$ cat src/rtl/block_token_emitter_pkg.sv
`default_nettype none
// ============================================================================
// Module      : block_token_emitter_pkg
// Description : Shared command encodings, ASCII constants, token lengths and
//               FSM state type for block_token_emitter and its token ROM.
// Revision    : 1.0 - initial release
// ============================================================================
package block_token_emitter_pkg;

  // Command codes as presented on the cmd port.
  typedef enum logic [1:0] {
    CMD_BEGIN = 2'd0,
    CMD_END   = 2'd1,
    CMD_FILL  = 2'd2,
    CMD_RSVD  = 2'd3
  } cmd_e;

  typedef enum logic [0:0] {
    S_IDLE = 1'b0,
    S_EMIT = 1'b1
  } state_e;

  localparam int IDX_W = 3;

  localparam logic [7:0] ASCII_SPACE = 8'h20;
  // Lowercase minus this offset gives the uppercase letter.
  localparam logic [7:0] CASE_OFFSET = 8'h20;

  localparam logic [IDX_W-1:0] LEN_BEGIN = 3'd6;
  localparam logic [IDX_W-1:0] LEN_END   = 3'd4;
  localparam logic [IDX_W-1:0] LEN_FILL  = 3'd2;

  // Number of characters a token occupies, trailing space included.
  function automatic logic [IDX_W-1:0] token_len(input cmd_e tok);
    logic [IDX_W-1:0] len;
    case (tok)
      CMD_BEGIN: len = LEN_BEGIN;
      CMD_END:   len = LEN_END;
      default:   len = LEN_FILL;
    endcase
    return len;
  endfunction

endpackage
`default_nettype wire

$ cat src/rtl/block_token_emitter_token_rom.sv
`default_nettype none
// ============================================================================
// Module      : token_rom
// Description : Combinational character table. Maps (token, index, case,
//               fill character) to the character at that index and a flag
//               marking the trailing space.
// Ports       : token     in  cmd_e   - latched token
//               idx       in  3       - character index within the token
//               upper     in  1       - 1 = uppercase letters
//               fill_char in  8       - character emitted by FILL, verbatim
//               ch        out 8       - character at idx
//               last      out 1       - idx is the trailing space
// Revision    : 1.0 - initial release
// ============================================================================
module token_rom
  import block_token_emitter_pkg::*;
(
  input  cmd_e             token,
  input  logic [IDX_W-1:0] idx,
  input  logic             upper,
  input  logic [7:0]       fill_char,
  output logic [7:0]       ch,
  output logic             last
);

  logic [7:0] base;
  logic       verbatim;

  always_comb begin
    base     = ASCII_SPACE;
    verbatim = 1'b0;
    case (token)
      CMD_BEGIN: begin
        case (idx)
          3'd0:    base = 8'h62;
          3'd1:    base = 8'h65;
          3'd2:    base = 8'h67;
          3'd3:    base = 8'h69;
          3'd4:    base = 8'h6E;
          default: base = ASCII_SPACE;
        endcase
      end
      CMD_END: begin
        case (idx)
          3'd0:    base = 8'h65;
          3'd1:    base = 8'h6E;
          3'd2:    base = 8'h64;
          default: base = ASCII_SPACE;
        endcase
      end
      CMD_FILL: begin
        if (idx == 3'd0) begin
          base     = fill_char;
          verbatim = 1'b1;
        end
      end
      default: base = ASCII_SPACE;
    endcase

    // Only keyword letters change case; spaces and fill characters pass through.
    if (upper && !verbatim && (base != ASCII_SPACE)) begin
      ch = base - CASE_OFFSET;
    end else begin
      ch = base;
    end

    last = (idx == (token_len(token) - 3'd1));
  end

endmodule
`default_nettype wire

$ cat src/rtl/block_token_emitter.sv
`default_nettype none
// ============================================================================
// Module      : block_token_emitter
// Description : Serialises BEGIN / END / FILL commands as space-terminated
//               ASCII words, one character per cycle, and tracks the nesting
//               depth and verdict a block checker fed this stream would give.
// Ports       : clk        in  1        - clock, rising edge
//               reset      in  1        - synchronous, active-high
//               cmd_valid  in  1        - command presented
//               cmd        in  2        - 0 BEGIN, 1 END, 2 FILL, 3 reserved
//               upper      in  1        - uppercase letters (sampled on accept)
//               fill_char  in  8        - FILL character (sampled on accept)
//               cmd_ready  out 1        - command accepted when valid && ready
//               out        out 8        - emitted character, registered
//               out_valid  out 1        - out carries a token character
//               depth      out DEPTH_W  - current nesting depth
//               balanced   out 1        - depth == 0 and not broken
//               broken     out 1        - sticky nesting error
// Revision    : 1.0 - initial release
// ============================================================================
module block_token_emitter
  import block_token_emitter_pkg::*;
#(
  parameter int DEPTH_W = 8
) (
  input  logic               clk,
  input  logic               reset,
  input  logic               cmd_valid,
  input  logic [1:0]         cmd,
  input  logic               upper,
  input  logic [7:0]         fill_char,
  output logic               cmd_ready,
  output logic [7:0]         out,
  output logic               out_valid,
  output logic [DEPTH_W-1:0] depth,
  output logic               balanced,
  output logic               broken
);

  state_e             state_q, state_d;
  cmd_e               tok_q, tok_d;
  logic               upper_q, upper_d;
  logic [7:0]         fill_q, fill_d;
  logic [IDX_W-1:0]   idx_q, idx_d;
  logic [7:0]         out_q, out_d;
  logic               out_valid_q, out_valid_d;
  logic               last_q, last_d;
  logic [DEPTH_W-1:0] depth_q, depth_d;
  logic               broken_q, broken_d;

  logic               accept;
  logic               start;
  logic               finish;
  logic [7:0]         rom_ch;
  logic               rom_last;

  // last_q is registered alongside out_q and marks that the current idx is
  // the trailing space, so ready depends only on state and index.
  assign cmd_ready = (state_q == S_IDLE) || last_q;

  // The ROM is addressed with the next-cycle token and index so that the
  // character lands in out_q on the same edge that the index advances.
  token_rom u_token_rom (
    .token     (tok_d),
    .idx       (idx_d),
    .upper     (upper_d),
    .fill_char (fill_d),
    .ch        (rom_ch),
    .last      (rom_last)
  );

  always_comb begin
    accept  = cmd_valid && cmd_ready;
    start   = accept && (cmd_e'(cmd) != CMD_RSVD);
    finish  = (state_q == S_EMIT) && last_q;

    state_d  = state_q;
    tok_d    = tok_q;
    upper_d  = upper_q;
    fill_d   = fill_q;
    idx_d    = idx_q;
    depth_d  = depth_q;
    broken_d = broken_q;

    if (start) begin
      state_d = S_EMIT;
      tok_d   = cmd_e'(cmd);
      upper_d = upper;
      fill_d  = fill_char;
      idx_d   = '0;
    end else if (finish) begin
      state_d = S_IDLE;
      idx_d   = '0;
    end else if (state_q == S_EMIT) begin
      idx_d = idx_q + 3'd1;
    end

    // Depth moves at the edge that ends the trailing-space cycle, even when a
    // new token is accepted on that same edge.
    if (finish) begin
      case (tok_q)
        CMD_BEGIN: begin
          if (depth_q == {DEPTH_W{1'b1}}) begin
            broken_d = 1'b1;
          end else begin
            depth_d = depth_q + 1'b1;
          end
        end
        CMD_END: begin
          if (depth_q == '0) begin
            broken_d = 1'b1;
          end else begin
            depth_d = depth_q - 1'b1;
          end
        end
        default: ;
      endcase
    end

    out_valid_d = (state_d == S_EMIT);
    out_d       = (state_d == S_EMIT) ? rom_ch : ASCII_SPACE;
    last_d      = (state_d == S_EMIT) && rom_last;
  end

  always_ff @(posedge clk) begin
    if (reset) begin
      state_q     <= S_IDLE;
      tok_q       <= CMD_FILL;
      upper_q     <= 1'b0;
      fill_q      <= ASCII_SPACE;
      idx_q       <= '0;
      out_q       <= ASCII_SPACE;
      out_valid_q <= 1'b0;
      last_q      <= 1'b0;
      depth_q     <= '0;
      broken_q    <= 1'b0;
    end else begin
      state_q     <= state_d;
      tok_q       <= tok_d;
      upper_q     <= upper_d;
      fill_q      <= fill_d;
      idx_q       <= idx_d;
      out_q       <= out_d;
      out_valid_q <= out_valid_d;
      last_q      <= last_d;
      depth_q     <= depth_d;
      broken_q    <= broken_d;
    end
  end

  assign out       = out_q;
  assign out_valid = out_valid_q;
  assign depth     = depth_q;
  assign broken    = broken_q;
  assign balanced  = (depth_q == '0) && !broken_q;

endmodule
`default_nettype wire

$ cat config.mk
export PLATFORM = sky130hd
export DESIGN_NAME = block_token_emitter
export DESIGN_NICKNAME = d
export VERILOG_FILES = /design/src/rtl/block_token_emitter_pkg.sv /design/src/rtl/block_token_emitter_token_rom.sv /design/src/rtl/block_token_emitter.sv
export SDC_FILE = /design/constraint.sdc
export NUM_CORES = 1
export LEC_CHECK = 0
export CORE_ASPECT_RATIO = 0.6
export CORE_MARGIN = 1.5
export CORE_UTILIZATION = 45
export CTS_BUF_LIST = sky130_fd_sc_hd__clkbuf_16
export DETAILED_ROUTE_END_ITERATION = 10
export GPL_TIMING_DRIVEN = 0
export PLACE_DENSITY = 0.81
export SETUP_SLACK_MARGIN = 0.02
export SLEW_MARGIN = 15
export SYNTH_ARGS = -nofsm -noshare
export SYNTH_HDL_FRONTEND = slang
export SYNTH_HIERARCHICAL = 1
export SYNTH_SLANG_ARGS = --single-unit
$ cat constraint.sdc
create_clock -name clk -period 3.8 [get_ports clk]
set_input_delay 0.57 -clock clk [delete_from_list [all_inputs] [get_ports clk]]
set_output_delay 0.57 -clock clk [all_outputs]
set_load 0.01 [all_outputs]
==> flow_summary.ini <==
[status]
outcome = completed

[worst_setup_path]
reg2reg_setup_slack_ns = 0.47
cp.required_ns = 4.02
worstPathMaxFanout = 10
r2r_end = out[5]
endpoint_kind = register
worst-r2r-cell-count = 12
worstSetupPathType = register to register
crit_arrival_ns = 3.54
worstReg2RegStart = out_valid
cp-start-kind = register

[sta]
hold_viol = 0
slew_viol_final = 0
setup_tns_ns = 0
slew_headroom_pct = 49.0
timing.hold.ws_ns = 0.507
rsz0062_at_grt = false
worst_pin_slew_ns = 0.746
post-route-period-util_pct = 87.5
fmax_mhz = 301
worst_clock_skew_ns = 0.00484
setup_viol = 0
fin_crit_ns = 3.33

[global_route]
gr-usage-met2_pct = 26.8
grt_usage_pct = 21.1
grt_overflow = 0
top_usage_layer = met1
grt_max_degree = 11
grt_pass1_vias = 1454
antenna_found_initial = 0
grtUsageMet1_pct = 32.2
grt_pass1_wl_mm = 7.20
grtUsageMet3_pct = 7.64

[worst_hold_path]
worstHoldPathType = register to register
holdPathStages = 2
min_from = broken
hold_end = broken

[placement]
gp_congestion = 1.03
hpwl_mm = 3.15
io_buffers = 33

[logic_synthesis]
synth_flop_cell = dfxtp_1
synth_edf_count = 0
yosysSeqAreaShare_pct = 35.1
synth_common_cells = 33 x dfxtp_1, 21 x nor2b_1, 17 x nor2_1
syn-instance-count = 212
yosysWarnings = 6
ys_seq_elements = 33
synth_top_area_share_pct = 35.1
synth_fp_nets = 229
syn_area_sq_um = 1880
synth_largest_area_cell = dfxtp_1
yosys.cell_types.count = 50
yosys-top-cells-area = dfxtp_1 35%, mux2_2 8.4%, nor2b_1 7.0%
async_flop_share_pct = 0
avgSynthCellArea_sq_um = 8.88
yosysMostFrequentCell = dfxtp_1

[power]
ir_worst_vdd_mv = 0.190
leakage_nw = 0.922
powerDensity_nw_per_um2 = 382

[cells_and_area]
diodes = 0
syn_to_final_growth_pct = 28.0
drive_gt1_share_pct = 14.2
nets = 269

[clock_tree]
clkTransAtPathRegs_ns = 0.05
cts_sinks = 33
cts_buffers = 5
root_buffer = clkbuf_16
cts_buffer_depth = 2
clkLatencyLatePin_ns = 0.28
cts_max_level = 2
cts_tree = built

[drt]
route.detailed.drc = 0
detail_route.wl_per_cell_microns = 14.3
wl_mm = 4.30
ant_nets = 0
num_vias = 1665
viasPerCell = 5.55
drt-pass1-iter-count = 4
drt_iter0_drc = 132

[floorplanning]
dieArea_sq_um = 4590
die_height_microns = 53.1
rows = 17
dieWidth_microns = 86.5
core_region_area_sq_um = 3830
start_util_pct = 49.2
num_io_pins = 34

[flow_run]
cap_viol_max_count = 0
[power breakdown]
group          switching (mW)  internal [mW]
Combinational          0.0874         0.0849
Clock                   0.142          0.236
Sequential            0.00705          0.362
Total                   0.237          0.684
[per-stage QoR]
step	std cells	instance area, sq um	power [mW]	utilization [%]	setup slack (ns)
floorplan	212	1880	0.489	-	0.801
global placement	292	2270	0.542	59.3	0.148
detailed placement	292	2270	0.545	59.3	0.0850
CTS	300	2410	0.924	62.9	0.325
global route	300	2410	0.969	62.9	0.204
finish	300	2410	0.921	62.9	0.475
[metal layers]
| layer | wire, microns | vias to the layer above |
|---|---|---|
| met1 | 2340 | 762 |
| met3 | 312 | 6 |
| met2 | 1610 | 62 |
| met5 | 0 | - |
| met4 | 43 | 0 |
| li1 | - | 835 |
[cell usage in the layout, fill, tap and decap left out, types with 2 or more instances in the layout]
cell             synthesis  layout
xnor2_1                  2       2
buf_2                    4       4
nand2_1                 10      10
and3_1                   3       3
nor4_1                   3       3
nor3_1                   2       2
a31oi_1                  4       4
nand3b_1                 4       4
dfxtp_1                 33      33
clkinv_1                 0       2
or2_2                    2       2
clkdlybuf4s50_1          0      33
nor2b_1                 21      21
nor4b_1                  3       3
and4_1                   2       2
nand3_1                  5       5
ha_1                     3       3
clkbuf_16                0       5
a2111oi_4                2       2
a2111oi_0                4       4
o21ai_1                  2       2
clkbuf_1                 6       6
nor2_1                  17      17
inv_1                    8       8
a21oi_1                 11      11
nand2b_1                 7       7
or4_1                    3       3
o31ai_1                  3       3
and2_1                   9       9
nand4_1                  3       3
mux2_2                  14      14
[flip-flops by register name, indices dropped and copies added, names as in the netlist]
signal	cells
fill_q	8
out	8
idx_q	3
tok_q	2
broken	1
out_valid	1
last_q	1
upper_q	1
depth	8
[critical path, cell delays in order (launching register included)]
cell and delay, ns:
dfxtp_1 0.43, nor2b_1 0.30, inv_1 0.15, nand3_1 0.19
buf_2 0.27, a21boi_1 0.42, clkbuf_4 0.31, nor2_1 0.08
o21ai_1 0.19, o21bai_2 0.08, or4b_1 0.54, a31oi_1 0.17
nand2b_1 0.11
[worst max-delay path by stage]
stage	startpoint	endpoint	slack, ns	depth (start not counted)
floorplan	out_valid	out[5]	0.80	12
global placement	cmd[0]	out[5]	0.15	12
detailed placement	cmd[0]	out[5]	0.09	12
CTS	out_valid	out[5]	0.33	12
global route	out_valid	out[7]	0.20	15
finish	out_valid	out[5]	0.47	12
[area by class of cell]
type | instances | area (sq um)
clock buffer | 5 | 125
timing repair buffer | 33 | 330
fill | 313 | 1420
inverter | 8 | 30.0
tap | 47 | 58.8
sequential | 33 | 661
clock inverter | 3 | 12.5
buffer | 13 | 68.8
multi-input combinational | 158 | 1120
[what timing repair did]
| action | CTS | global route |
|---|---|---|
| buffers inserted | 0 | 0 |
| hold buffers | 0 | 0 |
| resized for setup | 0 | 1 |
| setup endpoints to repair | 0 | 1 |
[cell families after synthesis]
| logic type | count (synthesis) | synth area share, % |
|---|---|---|
| and+or+nand+nor | 102 | 32.5 |
| muxes | 16 | 9.50 |
| adders and majority gates | 3 | 1.99 |
| xor gates and xnor gates | 2 | 0.930 |
| AOI/OAI and AO/OA | 35 | 14.8 |
| DFF | 33 | 35.1 |
| buffers and inverters | 21 | 5.25 |
No activity file was read; power rests on OpenSTA's default activity.
